**src/rtl/chunked_subtractor_if.sv**
```systemverilog
// Handshake and data bundle for chunked_subtractor.
// master drives operands and out_ready; slave is the subtractor.
interface chunked_subtractor_if #(
   parameter int WIDTH = 16
);
   logic             in_valid;
   logic             in_ready;
   logic [WIDTH-1:0] a;
   logic [WIDTH-1:0] b;
   logic             bin;
   logic             out_valid;
   logic             out_ready;
   logic [WIDTH-1:0] diff;
   logic             borrow;
   logic             ovf;

   modport master (
      output in_valid, a, b, bin, out_ready,
      input  in_ready, out_valid, diff, borrow, ovf
   );

   modport slave (
      input  in_valid, a, b, bin, out_ready,
      output in_ready, out_valid, diff, borrow, ovf
   );
endinterface

```
**src/rtl/chunked_subtractor.sv**
```systemverilog
// Multi-cycle subtractor: diff = a - b - bin, CHUNK bits per clock,
// LSB chunk first, with the borrow rippled through a register.
// Operands are shifted right each RUN cycle so the active chunk is always
// at bit 0; result chunks enter diff from the top and settle after NCHUNK
// steps. The operand sign bits are kept aside for the overflow rule.
module chunked_subtractor #(
   parameter int WIDTH = 16,
   parameter int CHUNK = 4
) (
   input logic                 clk,
   input logic                 rst_n,
   chunked_subtractor_if.slave bus
);
   localparam int NCHUNK = WIDTH / CHUNK;
   localparam int CW     = (NCHUNK > 1) ? $clog2(NCHUNK) : 1;

   typedef enum logic [1:0] {IDLE, RUN, DONE} state_t;

   state_t           state;
   state_t           state_nxt;
   logic [WIDTH-1:0] a_q;
   logic [WIDTH-1:0] b_q;
   logic [WIDTH-1:0] diff_q;
   logic             a_msb;
   logic             b_msb;
   logic             breg;
   logic             borrow_q;
   logic             ovf_q;
   logic [CW-1:0]    cnt;
   logic [CHUNK-1:0] dchunk;
   logic             bnext;
   logic             last;

   assign last = (cnt == CW'(NCHUNK - 1));

   // Subtract the current low chunk of each operand with the running borrow.
   always_comb begin
      {bnext, dchunk} = {1'b0, a_q[CHUNK-1:0]} - {1'b0, b_q[CHUNK-1:0]}
                        - {{CHUNK{1'b0}}, breg};
   end

   // State register.
   always_ff @(posedge clk or negedge rst_n) begin
      // NOTE: clocked state is updated with <= so every flop samples pre-edge values.
      if (!rst_n) state <= IDLE;
      else        state <= state_nxt;
   end

   // Next-state logic: accept in IDLE, step per chunk, release on out_ready.
   always_comb begin
      // NOTE: default assigned first so no path through this block infers a latch.
      state_nxt = state;
      unique case (state)
         IDLE:    if (bus.in_valid) state_nxt = RUN;
         RUN:     if (last)         state_nxt = DONE;
         DONE:    if (bus.out_ready) state_nxt = IDLE;
         default: state_nxt = IDLE;
      endcase
   end

   // Datapath: latch operands, then one chunk per RUN cycle.
   always_ff @(posedge clk or negedge rst_n) begin
      if (!rst_n) begin
         a_q      <= '0;
         b_q      <= '0;
         diff_q   <= '0;
         a_msb    <= 1'b0;
         b_msb    <= 1'b0;
         breg     <= 1'b0;
         borrow_q <= 1'b0;
         ovf_q    <= 1'b0;
         cnt      <= '0;
      end else begin
         unique case (state)
            IDLE: begin
               if (bus.in_valid) begin
                  a_q   <= bus.a;
                  b_q   <= bus.b;
                  a_msb <= bus.a[WIDTH-1];
                  b_msb <= bus.b[WIDTH-1];
                  breg  <= bus.bin;
                  cnt   <= '0;
               end
            end
            RUN: begin
               a_q    <= a_q >> CHUNK;
               b_q    <= b_q >> CHUNK;
               diff_q <= (diff_q >> CHUNK) | (WIDTH'(dchunk) << (WIDTH - CHUNK));
               breg   <= bnext;
               cnt    <= last ? '0 : cnt + 1'b1;
               if (last) begin
                  // The last chunk carries the final diff MSB.
                  borrow_q <= bnext;
                  ovf_q    <= (a_msb != b_msb) && (dchunk[CHUNK-1] != a_msb);
               end
            end
            default: ;
         endcase
      end
   end

   assign bus.in_ready  = (state == IDLE);
   assign bus.out_valid = (state == DONE);
   assign bus.diff      = diff_q;
   assign bus.borrow    = borrow_q;
   assign bus.ovf       = ovf_q;
endmodule

```
**src/flat_wrapper.sv**
```systemverilog
// flat-port wrapper written by rule: the top's interface ports become plain ports
module chunked_subtractor_flat 
#(
   parameter int WIDTH = 16,
   parameter int CHUNK = 4
)
  (clk, rst_n, bus_in_valid, bus_a, bus_b, bus_bin, bus_out_ready, bus_in_ready, bus_out_valid, bus_diff, bus_borrow, bus_ovf);
  chunked_subtractor_if #(.WIDTH(WIDTH)) bus_i ();
  input logic clk;
  input logic rst_n;
  input wire logic [$bits(bus_i.in_valid)-1:0] bus_in_valid;
  input wire logic [$bits(bus_i.a)-1:0] bus_a;
  input wire logic [$bits(bus_i.b)-1:0] bus_b;
  input wire logic [$bits(bus_i.bin)-1:0] bus_bin;
  input wire logic [$bits(bus_i.out_ready)-1:0] bus_out_ready;
  output wire logic [$bits(bus_i.in_ready)-1:0] bus_in_ready;
  output wire logic [$bits(bus_i.out_valid)-1:0] bus_out_valid;
  output wire logic [$bits(bus_i.diff)-1:0] bus_diff;
  output wire logic [$bits(bus_i.borrow)-1:0] bus_borrow;
  output wire logic [$bits(bus_i.ovf)-1:0] bus_ovf;
  assign bus_i.in_valid = bus_in_valid;
  assign bus_i.a = bus_a;
  assign bus_i.b = bus_b;
  assign bus_i.bin = bus_bin;
  assign bus_i.out_ready = bus_out_ready;
  assign bus_in_ready = bus_i.in_ready;
  assign bus_out_valid = bus_i.out_valid;
  assign bus_diff = bus_i.diff;
  assign bus_borrow = bus_i.borrow;
  assign bus_ovf = bus_i.ovf;
  chunked_subtractor #(.WIDTH(WIDTH), .CHUNK(CHUNK)) u_core (.clk(clk), .rst_n(rst_n), .bus(bus_i));
endmodule
```
**config.mk**
```make
export PLATFORM = sky130hd
export DESIGN_NAME = chunked_subtractor_flat
export DESIGN_NICKNAME = d
export VERILOG_FILES = /design/src/rtl/chunked_subtractor_if.sv /design/src/rtl/chunked_subtractor.sv /design/src/flat_wrapper.sv
export SDC_FILE = /design/constraint.sdc
export NUM_CORES = 1
export LEC_CHECK = 0
export CORE_UTILIZATION = 45
export CTS_BUF_LIST = sky130_fd_sc_hd__clkbuf_4 sky130_fd_sc_hd__clkbuf_8
export CTS_CLUSTER_SIZE = 8
export DETAILED_ROUTE_END_ITERATION = 6
export HOLD_SLACK_MARGIN = 0.1
export PLACE_DENSITY = 0.83
export SLEW_MARGIN = 20
export SYNTH_ARGS = -nofsm -noshare
export SYNTH_HDL_FRONTEND = slang
export SYNTH_SLANG_ARGS = --single-unit
```
**constraint.sdc**
```tcl
create_clock -name clk -period 4 [get_ports clk]
set_clock_uncertainty 0.1 [all_clocks]
set_input_delay 0.6 -clock clk [delete_from_list [all_inputs] [get_ports clk]]
set_output_delay 0.6 -clock clk [all_outputs]
set_load 0.01 [all_outputs]
```
==> impl_metrics.toml, run 1 <==
[drt]
vias = 2001
wl_mm = 5.08
drtPass1Iterations = 4
ant_nets = 0
drc_errors_left = 0
routed_via_density = 5.00
wl_per_cell_microns = 12.7
drt_first_iter_violations = 87

[worst_setup_path]
worstSetupPathType = "reg -> out"
worstPathArrival_ps = 1560
crit_path_end_kind = "primary output"
required_time_at_the_endpoint_of_the_critical_path_ps = 3300
worstPathMaxFanout = 6
cp-start-kind = "flip-flop"

[clock_network]
clockBufferDepth = 2
cts-root-buf = "clkbuf_8"
tritoncts_buffer_count = 9
h-tree-depth = 3
post_cts_hold_buffer_count = 0
source_to_sink_clock_delay_at_the_later_pin_of_the_worst_skew_pair_ps = 330
post-cts-setup-buffers = 0
ctsResizeCount = 0
clkTransAtPathRegs_ps = 60
cts_tree = "done"
cts_sinks = 57

[cells_and_area]
finish.cell_count_without_fillers = 400
mostFrequentLayoutCells = "82 x nand2_1, 57 x dfrtp_1, 55 x clkdlybuf4s50_1"
drive_gt1_share_pct = 7.32
nFillCells = 490
postLayoutCoreUtil_pct = 61.0
final_common_cell = "nand2_1"
insertedDiodeCount = 0
area.growth.synth_to_final_pct = 29.2
nNetsFinal = 370

[timing]
final-hold-violation-count = 0
timing.final.crit_period_ps = 2260
hold_slack_ps = 176
achievable-frequency_mhz = 443
rsz0062_at_grt = "no"
actual_slew_at_the_worst_max_slew_pin_ps = 1080
fin_crit_share_pct = 56.4
final_report_setup_violation_count = 0
final_max_tran_viols = 0
fin_tns_setup_ps = 0
maxSlewHeadroom_pct = 28.3

[floorplanning]
floorplan.die_area_sq_um = 6130
effective_utilization_at_floorplan_pct = 47.2
rows = 27
die_width_microns = 78.3
die_h_microns = 78.3
i_o_pin_count = 57
core_area_sq_um = 5540

[logic_synthesis]
syn-mean-instance-area_sq_um = 9.73
synth.yosys.warnings = 0
post_synth_simple_gate_area_pct = 16.1
synth_xor_xnor_area_share_pct = 1.00
count_of_state_elements_after_synthesis = 57
synthCells = 269
synth.mux.area_fraction_pct = 8.13
synth_sequential_area_ratio_pct = 54.5
syn-num-nets = 315
synth_compound_gate_area_share_pct = 10.9
combinational_family_with_the_most_area_after_synthesis = "simple AND/OR/NAND/NOR gates"
synth.lib_cells_used.distinct = 31
post_synthesis_share_of_cell_area_spent_on_full_adders_half_adders_and_majority_gates_pct = 4.88
synth.cell_area_sq_um = 2620

[outcome]
run_status = "finished, final reports clean"

[global_routing]
global_route.usage.met3_pct = 5.93
groute.layer.met1.usage_pct = 23.1
grt.total_usage_pct = 19.0
grt_first_pass_wirelength_mm = 8.71
grt_pass1_vias = 1931
most_heavily_used_metal_layer_in_global_routing = "met2"
antenna_found_initial = 0
grt_util_met2_pct = 31.1
grt_max_degree = 51
grt_overflow = 0

[placed_design]
gpl.final_weighted_congestion = 0.799
place_inst = 385
io_buffer_count = 56
place_hpwl_mm = 3.51

[flow_run]
drv.max_cap_violation_count = 0

[pwr]
static-leakage-power_nw = 1.53
power.density_cell_area_nw_per_um2 = 780
max_ir_drop_vdd_mv = 0.373
totalPowerFinal_mw = 2.64

[hold_path]
worst_hold_path_type = "in -> async"
==> sequential cells by signal, indices dropped and copies added (netlist names) <==
signal             flops
u_core.a_q            16
u_core.b_q            16
u_core.breg            1
u_core.cnt             2
u_core.bus.borrow      1
u_core.a_msb           1
u_core.bus.ovf         1
u_core.b_msb           1
u_core.state           2
u_core.bus.diff       16
==> cells in the mapped netlist (all sizes together) <==
cell type  count  area, sq um
a211oi         1         7.51
a21boi         1         7.51
a21oi          7         35.0
a22o           2         17.5
and3b          1         8.76
buf           11         60.1
clkbuf         4         17.5
dfrtp         57         1430
fa             2         40.0
ha             7         87.6
inv           11         41.3
mux2           2         22.5
mux2i         19          190
nand2         82          308
nand2b         2         12.5
nand3b         1         7.51
nor2           8         30.0
nor2b          2         12.5
nor3b          2         26.3
o211ai         1         7.51
o21ai         39          195
o21bai         1         7.51
o31ai          1         7.51
or2            1         6.26
or3b           1         8.76
xnor2          2         17.5
xor2           1         8.76
==> report_power, final <==
| part | leakage (nW) | switching [mW] | internal (mW) |
|---|---|---|---|
| Sequential | 0.731 | 0.158 | 0.826 |
| Clock | 0.0921 | 0.212 | 0.240 |
| Combinational | 0.712 | 0.647 | 0.554 |
| Total | 1.53 | 1.02 | 1.62 |
==> final timing paths <==
| check | start | endpoint | slack (ps) | cells past startpoint |
|---|---|---|---|---|
| hold reg to reg | u_core.bus.diff[1] | u_core.bus.diff[1] | 380 | 2 |
| min in group clk | u_core.bus.diff[1] | u_core.bus.diff[1] | 380 | 2 |
| hold / removal | rst_n | u_core.bus.diff[3] | 180 | 1 |
| setup / recovery | u_core.state[0] | bus_out_valid | 1740 | 3 |
| setup reg to reg | u_core.breg | u_core.bus.ovf | 1840 | 8 |
| max in group asynchronous | rst_n | u_core.b_q[7] | 2810 | 2 |
==> through the flow <==
step | area [sq um] | worst slack [ps]
global route | 3380 | 1610
global placement | 3220 | 1650
floorplan | 2620 | 1990
CTS | 3380 | 1730
finish | 3380 | 1740
detailed placement | 3220 | 1620
==> worst max-delay path, stage by stage, from the launching register on <==
cell and delay, ps:
dfrtp_1 450, nand2b_1 190, inv_1 60, clkdlybuf4s50_1 520
==> cell type report <==
cell class                      count  area (sq um)  area share (%)
Inverter                           11          41.3            1.22
Timing Repair Buffer               59           578            17.1
Multi-Input combinational cell    186          1080            31.9
Clock buffer                       11           145            4.29
Clock inverter                      4          20.0           0.592
Sequential cell                    57          1430            42.2
Tap cell                           72          90.1            2.66
==> layer usage <==
layer / vias up / share of wire, %
met1: 939 / 45
met4: 0 / 1.4
met3: 8 / 5.3
li1: 993 / -
met5: - / 0
met2: 61 / 48
==> kinds of logic after synthesis <==
group	after synthesis
simple gates	100
flops	57
compound gates	53
buf+inv	26
mux	21
fa+ha+maj	9
xor+xnor	3
No activity file was read; power rests on OpenSTA's default activity.
==> run 2: changes to the inputs <==
Clock period 4 ns to 2.2 ns, I/O delays scaled along.
==> impl_metrics.toml, run 2 (synthesis results as in run 1) <==
[outcome]
run_status = "finished, final reports clean"

[clock_network]
tritoncts_buffer_count = 9
cts-root-buf = "clkbuf_8"
h-tree-depth = 3
cts_sinks = 57
post-cts-setup-buffers = 0
source_to_sink_clock_delay_at_the_later_pin_of_the_worst_skew_pair_ps = 320
clkTransAtPathRegs_ps = 60
cts_tree = "done"
clockBufferDepth = 2

[timing]
timing.final.crit_period_ps = 2090
maxSlewHeadroom_pct = 59.3
final-hold-violation-count = 0
actual_slew_at_the_worst_max_slew_pin_ps = 610
rsz0062_at_grt = "no"
hold_slack_ps = 376
final_max_tran_viols = 0
achievable-frequency_mhz = 479
final_report_setup_violation_count = 0
fin_crit_share_pct = 94.8

[pwr]
p_sw_share_pct = 37.3
max_ir_drop_vdd_mv = 0.663
clkPwrFrac_pct = 19.3
p_int_mw = 3.19
power.density_cell_area_nw_per_um2 = 1460
seq_power_share_pct = 35.1
net-switching-power_mw = 1.90
pwr-share-comb_pct = 45.6
static-leakage-power_nw = 1.58
totalPowerFinal_mw = 5.09

[placed_design]
post_detailed_placement_cell_area_sq_um = 3270
io_buffer_count = 56
gpl.final_weighted_congestion = 0.818
place_inst = 387
place_hpwl_mm = 3.72

[worst_setup_path]
r2r_slack_ps = 110
worst-path-buf-inv = 1
worstPathArrival_ps = 2220
critical-path-top-delay-family = "adder cells"
required_time_at_the_endpoint_of_the_critical_path_ps = 2340
cp-start-kind = "flip-flop"
cp_slowest_stage_delay_ps = 580
critical_path.cell_chain = "fa_1, inv_1, ha_1, o21ai_2, a21boi_1, or2_2, o211ai_1"
worstPathMaxFanout = 2
crit_path_end_kind = "flip-flop"
critical_path.slowest_cell = "fa_1"
worstSetupPathType = "reg -> reg"

[drt]
drt_first_iter_violations = 102
vias = 1992
drc_errors_left = 0
ant_nets = 0
drtPass1Iterations = 4
wl_per_cell_microns = 12.9
wl_mm = 5.20
routed_via_density = 4.93

[cells_and_area]
drive_gt1_share_pct = 8.43
design_area_sq_um = 3480
mostFrequentLayoutCells = "82 x nand2_1, 57 x dfrtp_1, 55 x clkdlybuf4s50_1"
insertedDiodeCount = 0
nNetsFinal = 373
final_common_cell = "nand2_1"
area.growth.synth_to_final_pct = 33.0
postLayoutCoreUtil_pct = 62.8
finish.cell_count_without_fillers = 404

[global_routing]
grt_first_pass_wirelength_mm = 9.01
grt_pass1_vias = 1998
grt_overflow = 0
antenna_found_initial = 0
grt_max_degree = 51
grt.total_usage_pct = 19.5

[floorplanning]
core_area_sq_um = 5540
die_h_microns = 78.3
effective_utilization_at_floorplan_pct = 47.2
i_o_pin_count = 57
floorplan.die_area_sq_um = 6130
rows = 27
die_width_microns = 78.3

[hold_path]
worst_hold_path_type = "reg -> reg"

[flow_run]
drv.max_cap_violation_count = 0
run 2: changes by cell type in the layout (fill, tap and decap cells not counted), sizes merged:
cell / previous run / this run
bufinv: 0 / 1
buf: 4 / 6
dlygate4sd3: 0 / 1
clkinv: 4 / 2
clkbuf: 11 / 13
run 2: repair_timing:
item / in CTS / in global routing
hold buffers: 1 / 0
hold endpoints to repair: 25 / 0
setup endpoints to repair: 1 / 2
resized for setup: 1 / 2
pin swaps: 0 / 2
run 2: worst register-to-register path, delay by kind of cell (launching register included):
family / cells / cell delay [ps]
compound gates: 3 / 390
fa+ha+maj: 2 / 760
simple gates: 1 / 300
buf+inv: 1 / 50
flops: 1 / 390
run 2: final timing paths:
check                      cells after the start               start            endpoint
setup / recovery                               7       u_core.a_q[0]      u_core.bus.ovf
max in group asynchronous                      3               rst_n       u_core.a_q[0]
min in group asynchronous                      2               rst_n  u_core.bus.diff[3]
hold / removal                                 2  u_core.bus.diff[2]  u_core.bus.diff[2]
hold reg to reg                                2  u_core.bus.diff[2]  u_core.bus.diff[2]
setup reg to reg                               7       u_core.a_q[0]      u_core.bus.ovf
run 2: area by class of cell:
cell class                      instances  area, sq um
Clock buffer                           13          160
Clock inverter                          3         40.0
Fill cell                             494         2060
Inverter                               11         41.3
Multi-Input combinational cell        186         1080
Sequential cell                        57         1430
Tap cell                               72         90.1
Timing Repair Buffer                   62          641
run 2: routing by layer:
layer / GRT usage (%) / share of wire [%] / vias to the layer above
met4: 10.4 / 2.0 / 0
met2: 33.5 / 49 / 53
met5: 0 / 0 / -
met1: 22.8 / 44 / 928
li1: - / - / 1000
met3: 3.95 / 4.2 / 11
run 2: power by group through the flow:
stage          registers (mW)  logic (mW)  clock network (mW)
2_1_floorplan            1.80        1.49                   0
3_3_place_gp             1.78        2.21                   0
3_5_place_dp             1.81        2.32                   0
4_1_cts                  1.79        2.34               0.999
5_1_grt                  1.85        2.63                1.05
6_report                 1.79        2.32               0.980
run 2: through the flow:
stage / TNS (ps) / worst slack (ps)
6_report: 0 / 114
5_1_grt: 0 / 15.1
3_5_place_dp: -7.16 / -7.16
3_3_place_gp: 0 / 143
4_1_cts: 0 / 38.4
2_1_floorplan: 0 / 186
